$ cat src/rtl/ioctl_sdram_writer_pkg.sv
// Shared types for the ioctl download to SDRAM write path.
// The FIFO word carries a word address sized for the full 23-bit SDRAM address.
package ioctl_sdram_writer_pkg;

   localparam int DEFAULT_FIFO_DEPTH = 4;
   localparam int WORD_ADDR_W        = 22;

   typedef enum logic {
      IDLE,
      REQ
   } state_t;

   typedef logic [WORD_ADDR_W-1:0] word_addr_t;

   typedef struct packed {
      word_addr_t  addr;
      logic [31:0] data;
   } word_t;

   // Replace one byte lane of a 32-bit word.
   function automatic logic [31:0] put_byte(input logic [31:0] word,
                                            input logic [1:0]  lane,
                                            input logic [7:0]  value);
      logic [31:0] result;
      result                      = word;
      result[{lane, 3'b000} +: 8] = value;
      return result;
   endfunction

endpackage

$ cat src/rtl/ioctl_sdram_writer_fifo.sv
// Synchronous FIFO; the head entry is visible on rdata whenever not empty.
// Push when full and pop when empty are ignored.
module sync_fifo #(
   parameter int WIDTH = 8,
   parameter int DEPTH = 4
) (
   input  logic             clk,
   input  logic             reset,
   input  logic             push,
   input  logic [WIDTH-1:0] wdata,
   input  logic             pop,
   output logic [WIDTH-1:0] rdata,
   output logic             full,
   output logic             empty
);

   localparam int             PTR_W    = $clog2(DEPTH);
   localparam logic [PTR_W:0] FULL_CNT = (PTR_W + 1)'(DEPTH);

   logic [WIDTH-1:0] mem [DEPTH];
   logic [PTR_W-1:0] wr_ptr;
   logic [PTR_W-1:0] rd_ptr;
   logic [PTR_W:0]   count;
   logic             do_push;
   logic             do_pop;

   assign full    = (count == FULL_CNT);
   assign empty   = (count == '0);
   assign do_push = push & ~full;
   assign do_pop  = pop & ~empty;
   assign rdata   = mem[rd_ptr];

   // NOTE: the storage array is deliberately not reset; count alone decides which entries are live.
   always_ff @(posedge clk) begin
      if (do_push) mem[wr_ptr] <= wdata;
   end

   // NOTE: sequential state uses non-blocking assignments so every register samples pre-edge values.
   always_ff @(posedge clk) begin
      if (reset) begin
         wr_ptr <= '0;
         rd_ptr <= '0;
         count  <= '0;
      end else begin
         if (do_push) wr_ptr <= wr_ptr + 1'b1;
         if (do_pop)  rd_ptr <= rd_ptr + 1'b1;
         case ({do_push, do_pop})
            2'b10:   count <= count + 1'b1;
            2'b01:   count <= count - 1'b1;
            default: count <= count;
         endcase
      end
   end

endmodule

$ cat src/rtl/ioctl_sdram_writer.sv
// Packs the ioctl download byte stream little-endian into 32-bit words and
// issues them one at a time on the SDRAM req/ack port through a small FIFO.
module ioctl_sdram_writer
   import ioctl_sdram_writer_pkg::*;
#(
   parameter int FIFO_DEPTH = DEFAULT_FIFO_DEPTH,
   parameter int ADDR_WIDTH = 20
) (
   input  logic                  clk,
   input  logic                  reset,
   input  logic [ADDR_WIDTH-1:0] ioctl_addr,
   input  logic [7:0]            ioctl_data,
   input  logic                  ioctl_wr,
   input  logic                  ioctl_download,
   output logic [22:0]           sdram_addr,
   output logic [31:0]           sdram_data,
   output logic                  sdram_we,
   output logic                  sdram_req,
   input  logic                  sdram_ack,
   output logic                  busy,
   output logic                  done,
   output logic                  overflow
);

   state_t      state;
   logic        download_q;
   logic        acc_valid;
   logic [31:0] acc_data;
   word_addr_t  acc_addr;
   logic        push_pending;
   logic        armed;

   logic        dl_rise;
   logic [1:0]  lane;
   word_addr_t  wr_addr;
   logic        base_valid;
   logic [31:0] base_data;

   logic        push;
   word_t       push_word;
   logic        nxt_valid;
   logic [31:0] nxt_data;
   word_addr_t  nxt_addr;
   logic        nxt_pending;

   logic        fifo_full;
   logic        fifo_empty;
   logic        pop;
   word_t       fifo_head;
   logic        done_cond;

   assign dl_rise    = ioctl_download & ~download_q;
   assign lane       = ioctl_addr[1:0];
   assign wr_addr    = word_addr_t'(ioctl_addr[ADDR_WIDTH-1:2]);
   // A new download discards any stale partial word before this cycle's byte lands.
   assign base_valid = acc_valid & ~dl_rise;
   assign base_data  = dl_rise ? 32'h0 : acc_data;

   // NOTE: every always_comb output gets a default first so no path can infer a latch.
   always_comb begin
      push        = 1'b0;
      push_word   = '{addr: acc_addr, data: acc_data};
      nxt_valid   = base_valid;
      nxt_data    = base_data;
      nxt_addr    = acc_addr;
      nxt_pending = 1'b0;

      if (push_pending) begin
         push      = 1'b1;
         nxt_valid = 1'b0;
         nxt_data  = 32'h0;
      end else if (ioctl_wr) begin
         if (base_valid && (wr_addr != acc_addr)) begin
            push        = 1'b1;
            nxt_data    = put_byte(32'h0, lane, ioctl_data);
            nxt_addr    = wr_addr;
            nxt_valid   = 1'b1;
            nxt_pending = (lane == 2'd3);
         end else if (lane == 2'd3) begin
            push      = 1'b1;
            push_word = '{addr: wr_addr, data: put_byte(base_data, lane, ioctl_data)};
            nxt_valid = 1'b0;
            nxt_data  = 32'h0;
         end else begin
            nxt_data  = put_byte(base_data, lane, ioctl_data);
            nxt_addr  = wr_addr;
            nxt_valid = 1'b1;
         end
      end else if (!ioctl_download && base_valid) begin
         push      = 1'b1;
         nxt_valid = 1'b0;
         nxt_data  = 32'h0;
      end
   end

   sync_fifo #(
      .WIDTH ($bits(word_t)),
      .DEPTH (FIFO_DEPTH)
   ) u_fifo (
      .clk   (clk),
      .reset (reset),
      .push  (push),
      .wdata (push_word),
      .pop   (pop),
      .rdata (fifo_head),
      .full  (fifo_full),
      .empty (fifo_empty)
   );

   assign pop       = (state == REQ) & sdram_ack;
   assign done_cond = ~ioctl_download & ~acc_valid & ~push_pending & fifo_empty & (state == IDLE);
   assign busy      = ioctl_download | ~fifo_empty | sdram_req | acc_valid | push_pending;

   always_ff @(posedge clk) begin
      if (reset) begin
         state        <= IDLE;
         download_q   <= 1'b0;
         acc_valid    <= 1'b0;
         acc_data     <= 32'h0;
         acc_addr     <= '0;
         push_pending <= 1'b0;
         armed        <= 1'b0;
         done         <= 1'b0;
         overflow     <= 1'b0;
         sdram_addr   <= 23'h0;
         sdram_data   <= 32'h0;
         sdram_we     <= 1'b0;
         sdram_req    <= 1'b0;
      end else begin
         download_q   <= ioctl_download;
         acc_valid    <= nxt_valid;
         acc_data     <= nxt_data;
         acc_addr     <= nxt_addr;
         push_pending <= nxt_pending;

         // done only reports on a download that has actually been seen.
         if (dl_rise) begin
            overflow <= 1'b0;
            done     <= 1'b0;
            armed    <= 1'b1;
         end else begin
            if (push && fifo_full) overflow <= 1'b1;
            if (armed && done_cond) begin
               done  <= 1'b1;
               armed <= 1'b0;
            end
         end

         case (state)
            IDLE: begin
               if (!fifo_empty) begin
                  sdram_addr <= {fifo_head.addr, 1'b0};
                  sdram_data <= fifo_head.data;
                  sdram_req  <= 1'b1;
                  sdram_we   <= 1'b1;
                  state      <= REQ;
               end
            end
            REQ: begin
               if (sdram_ack) begin
                  sdram_req <= 1'b0;
                  sdram_we  <= 1'b0;
                  state     <= IDLE;
               end
            end
            default: state <= IDLE;
         endcase
      end
   end

endmodule
$ cat config.mk
export PLATFORM = sky130hd
export DESIGN_NAME = ioctl_sdram_writer
export DESIGN_NICKNAME = d
export VERILOG_FILES = /design/src/rtl/ioctl_sdram_writer_pkg.sv /design/src/rtl/ioctl_sdram_writer_fifo.sv /design/src/rtl/ioctl_sdram_writer.sv
export SDC_FILE = /design/constraint.sdc
export NUM_CORES = 1
export LEC_CHECK = 0
export BUFFER_PORTS_ARGS = -buffer_cell sky130_fd_sc_hd__buf_2
export CORE_ASPECT_RATIO = 1.5
export CORE_MARGIN = 4
export CORE_UTILIZATION = 38
export CTS_CLUSTER_SIZE = 40
export DETAILED_ROUTE_END_ITERATION = 8
export GPL_ROUTABILITY_DRIVEN = 1
export MAX_ROUTING_LAYER = met4
export SLEW_MARGIN = 20
export SYNTH_ARGS = -nofsm -noshare
export SYNTH_HDL_FRONTEND = slang
export SYNTH_SLANG_ARGS = --single-unit
$ cat constraint.sdc
create_clock -name clk -period 3.2 [get_ports clk]
set_input_delay 0 -clock clk [delete_from_list [all_inputs] [get_ports clk]]
set_output_delay 0 -clock clk [all_outputs]
set_load 0.03 [all_outputs]
==> summary.txt <==
STA
  • Clock Skew: 0.0165 ns
  • Maximum clock frequency: 355 MHz
  • Unrepaired setup endpoints after global routing: false
  • Worst relative slew slack: 0.374
  • Setup_tns: 0 ns
  • Fin. Hold Viols: 0
  • Min Hold Slack: 0.0915 ns
  • Final setup fails: 0
  • Period utilization: 0.880
  • Worst slew pin tran: 0.940 ns
  • Slew Limit Fails: 0
  • Crit path time final: 2.82 ns

Pwr
  • Internal: 7150 uW
  • Pwr dens: 641 nW/um^2
  • Sequential share of power: 0.488
  • Switching power: 2390 uW
  • Clock group share of total power: 0.383
  • Max IR drop VDD: 0.000509 V
  • Comb power frac: 0.129
  • P_leak: 0.00538 uW
  • Switch share: 0.251

Floorplanning
  • Chip width: 157 um
  • Core footprint: 32700 um^2
  • DIE HEIGHT: 231 um
  • Rows: 81
  • Initial core utilization: 0.386
  • Full die area: 36300 um^2
  • Io pins: 93

Synth
  • Mapped Area: 12600 um^2
  • Synthesis-stage register bit count: 315
  • Post-Syn Area per Cell: 14.1 um^2
  • Ys async rst share: 0
  • Dominant cell type by area after synthesis: edfxtp_1
  • Top-area cell type share of the netlist area: 0.475
  • Warnings from Yosys: 0
  • Netlist cell types: 48
  • Cell count after synthesis: 896
  • Top cells by area, synth: edfxtp_1 48%, dfxtp_1 18%, mux4_2 8.9%
  • Sequential cell area fraction in the yosys report: 0.657
  • EDFF count, synth: 200
  • Ys flop type: edfxtp_1

CTS
  • Worst-case clock buffer depth: 3
  • TritonCTS clock tree: yes
  • Clk root buf: clkbuf_16
  • CTS H-tree depth: 1
  • Clk sinks: 315
  • Clk pin slew, worst setup/hold paths: 0.06 ns
  • Skew-Pair Late Insertion Delay: 0.56 ns
  • Postcts setup bufs: 0
  • Num CTS Buffers: 31

Critical path
  • Crit path launch: acc_addr[15]$_SDFFE_PP0P_
  • CP arrival: 3.30 ns
  • Critical path peak fanout: 7
  • R2R Path Start: acc_addr[15]$_SDFFE_PP0P_
  • WP data required: 3.68 ns
  • CP endpoint kind: register
  • Critical path class: register to register
  • Worst setup SP type: register

Detailed routing
  • Antenna Nets Post-Route: 0
  • Via count: 7580
  • Detailed Route WL: 28000 um
  • Iter 0 DRT Violations: 383
  • Total iterations of the first detailed-routing run: 4
  • Via-to-Cell Ratio: 5.22
  • DR WL/cell: 19.3 um
  • Drt drc: 0

Final layout
  • Filler cell count: 2946
  • Share of cells above drive strength 1: 0.232
  • Final net count: 1055
  • Post-route insts no fill: 1452
  • Area delta synth->final: 17.8%
  • Final Util: 0.455
  • Final Instance Area: 14900 um^2

GRT
  • Vias in the first global route: 7856
  • Global route overflow: 0
  • Total track usage: 0.160
  • Largest net degree at the start of global routing: 83
  • Global-route wire length before repair: 44200 um
  • Initial antenna violation count: 2

Place
  • Placed Area: 13500 um^2
  • I/O Buffers: 87
  • Dpl hpwl: 18300 um
  • RD Place Congestion: 0.822
  • Post-Place Cells: 1362

Outcome
  • Run status: completed

Min path
  • Hold_sp: ioctl_addr[1]
  • Hold Crit Class: input port to register

Run
  • Max-cap violations: 0
[sequential cells by signal (all words and copies together), names as in the netlist]
| register | flops |
|---|---|
| armed | 1 |
| u_fifo.mem | 200 |
| sdram_data | 32 |
| overflow | 1 |
| acc_addr | 18 |
| done | 1 |
| download_q | 1 |
| push_pending | 1 |
| sdram_req | 1 |
| u_fifo.rd_ptr | 2 |
| sdram_addr | 18 |
| acc_data | 32 |
| u_fifo.wr_ptr | 2 |
| u_fifo.count | 3 |
| state | 1 |
| acc_valid | 1 |
[power by group through the flow]
stage	Sequential, uW	Combinational [uW]	Clock, uW
3_5_place_dp	4750	1230	0
5_1_grt	4680	1350	3950
4_1_cts	4660	1270	3770
2_1_floorplan	4930	632	0
3_3_place_gp	4740	1230	0
6_report	4660	1230	3660
[placed cells by master, fill, tap and decap left out, types with 15 or more instances in the layout]
master / count
xor2_1: 21
mux2i_1: 19
nor2_1: 39
buf_2: 87
clkbuf_16: 31
mux2_2: 18
a21oi_1: 64
a22o_1: 39
buf_4: 16
dfxtp_1: 113
mux4_2: 50
nand2_1: 133
o21ai_0: 15
dlygate4sd3_1: 30
edfxtp_1: 200
[worst max-delay path, stage by stage (launching register included)]
cell and delay, ns:
dfxtp_1 0.33, xor2_1 0.16, nor4_1 0.37, and3_1 0.27, o211ai_1 0.25, inv_1 0.12
ha_1 0.19, inv_1 0.06, fa_1 0.37, xor2_1 0.17, or3_1 0.31, a21oi_1 0.14
[area by class of cell]
class                      count  area (um^2)  share of cell area
timing repair buffer         136          916              0.0615
inverter                      11         41.3             0.00277
multi-input combinational    515         4060               0.273
clock buffer                  42          847              0.0569
sequential                   315         8320               0.559
tap                          415          519              0.0349
clock inverter                16          184              0.0124
antenna                        2         5.00            0.000336
[metal layers]
layer / up-vias / wire [um] / GRT usage
li1: 3594 / - / -
met3: 32 / 1040 / 0.0209
met2: 156 / 15100 / 0.285
met1: 3798 / 11200 / 0.187
met4: 0 / 618 / 0.0491
met5: - / 0 / -
[path summary, 6_finish.rpt]
kind / endpoint / slack (ns) / depth (start not counted)
setup reg to reg: u_fifo.count[2]$_SDFFE_PP0P_ / 0.38 / 11
setup / recovery: u_fifo.count[2]$_SDFFE_PP0P_ / 0.38 / 11
hold / removal: push_pending$_SDFF_PP0_ / 0.09 / 4
hold reg to reg: sdram_data[8]$_SDFFE_PP0P_ / 0.45 / 2
[stage by stage]
step / setup slack [ns] / total power (uW)
floorplan: 0.272 / 5570
global placement: 0.435 / 5970
detailed placement: 0.379 / 5980
CTS: 0.360 / 9690
global route: 0.176 / 9990
finish: 0.385 / 9540
[kinds of logic (layout without fill, tap and decap cells)]
logic type      count (synthesis)  count (layout)  share of synthesized area
compound gates                159             159                     0.0875
xor+xnor                       23              23                     0.0159
fa+ha+maj                      12              12                     0.0125
buf+inv                        70             205                     0.0247
flops                         315             315                      0.657
mux                            87              87                      0.120
other cells                     1               7                   0.000297
simple gates                  229             229                     0.0814
[synth_stat cells, types with 4 or more instances]
cell,count
nor3_1,14
a211oi_1,4
clkbuf_1,37
mux2_2,18
a21oi_1,64
mux4_2,50
and2_1,6
or3_1,6
nand2_1,133
xor2_1,21
o21ai_0,15
dfxtp_1,115
mux2i_1,19
a22o_1,39
edfxtp_1,200
o2bb2ai_1,14
a32o_1,14
nor4_1,5
buf_4,10
nor2_1,40
buf_2,9
ha_1,11
inv_1,11
[repair_timing]
item | CTS | global route
hold buffers | 30 | 0
resized for setup | 0 | 0
endpoints found under the hold margin | 207 | 0
(Power assumes the default switching activity.)
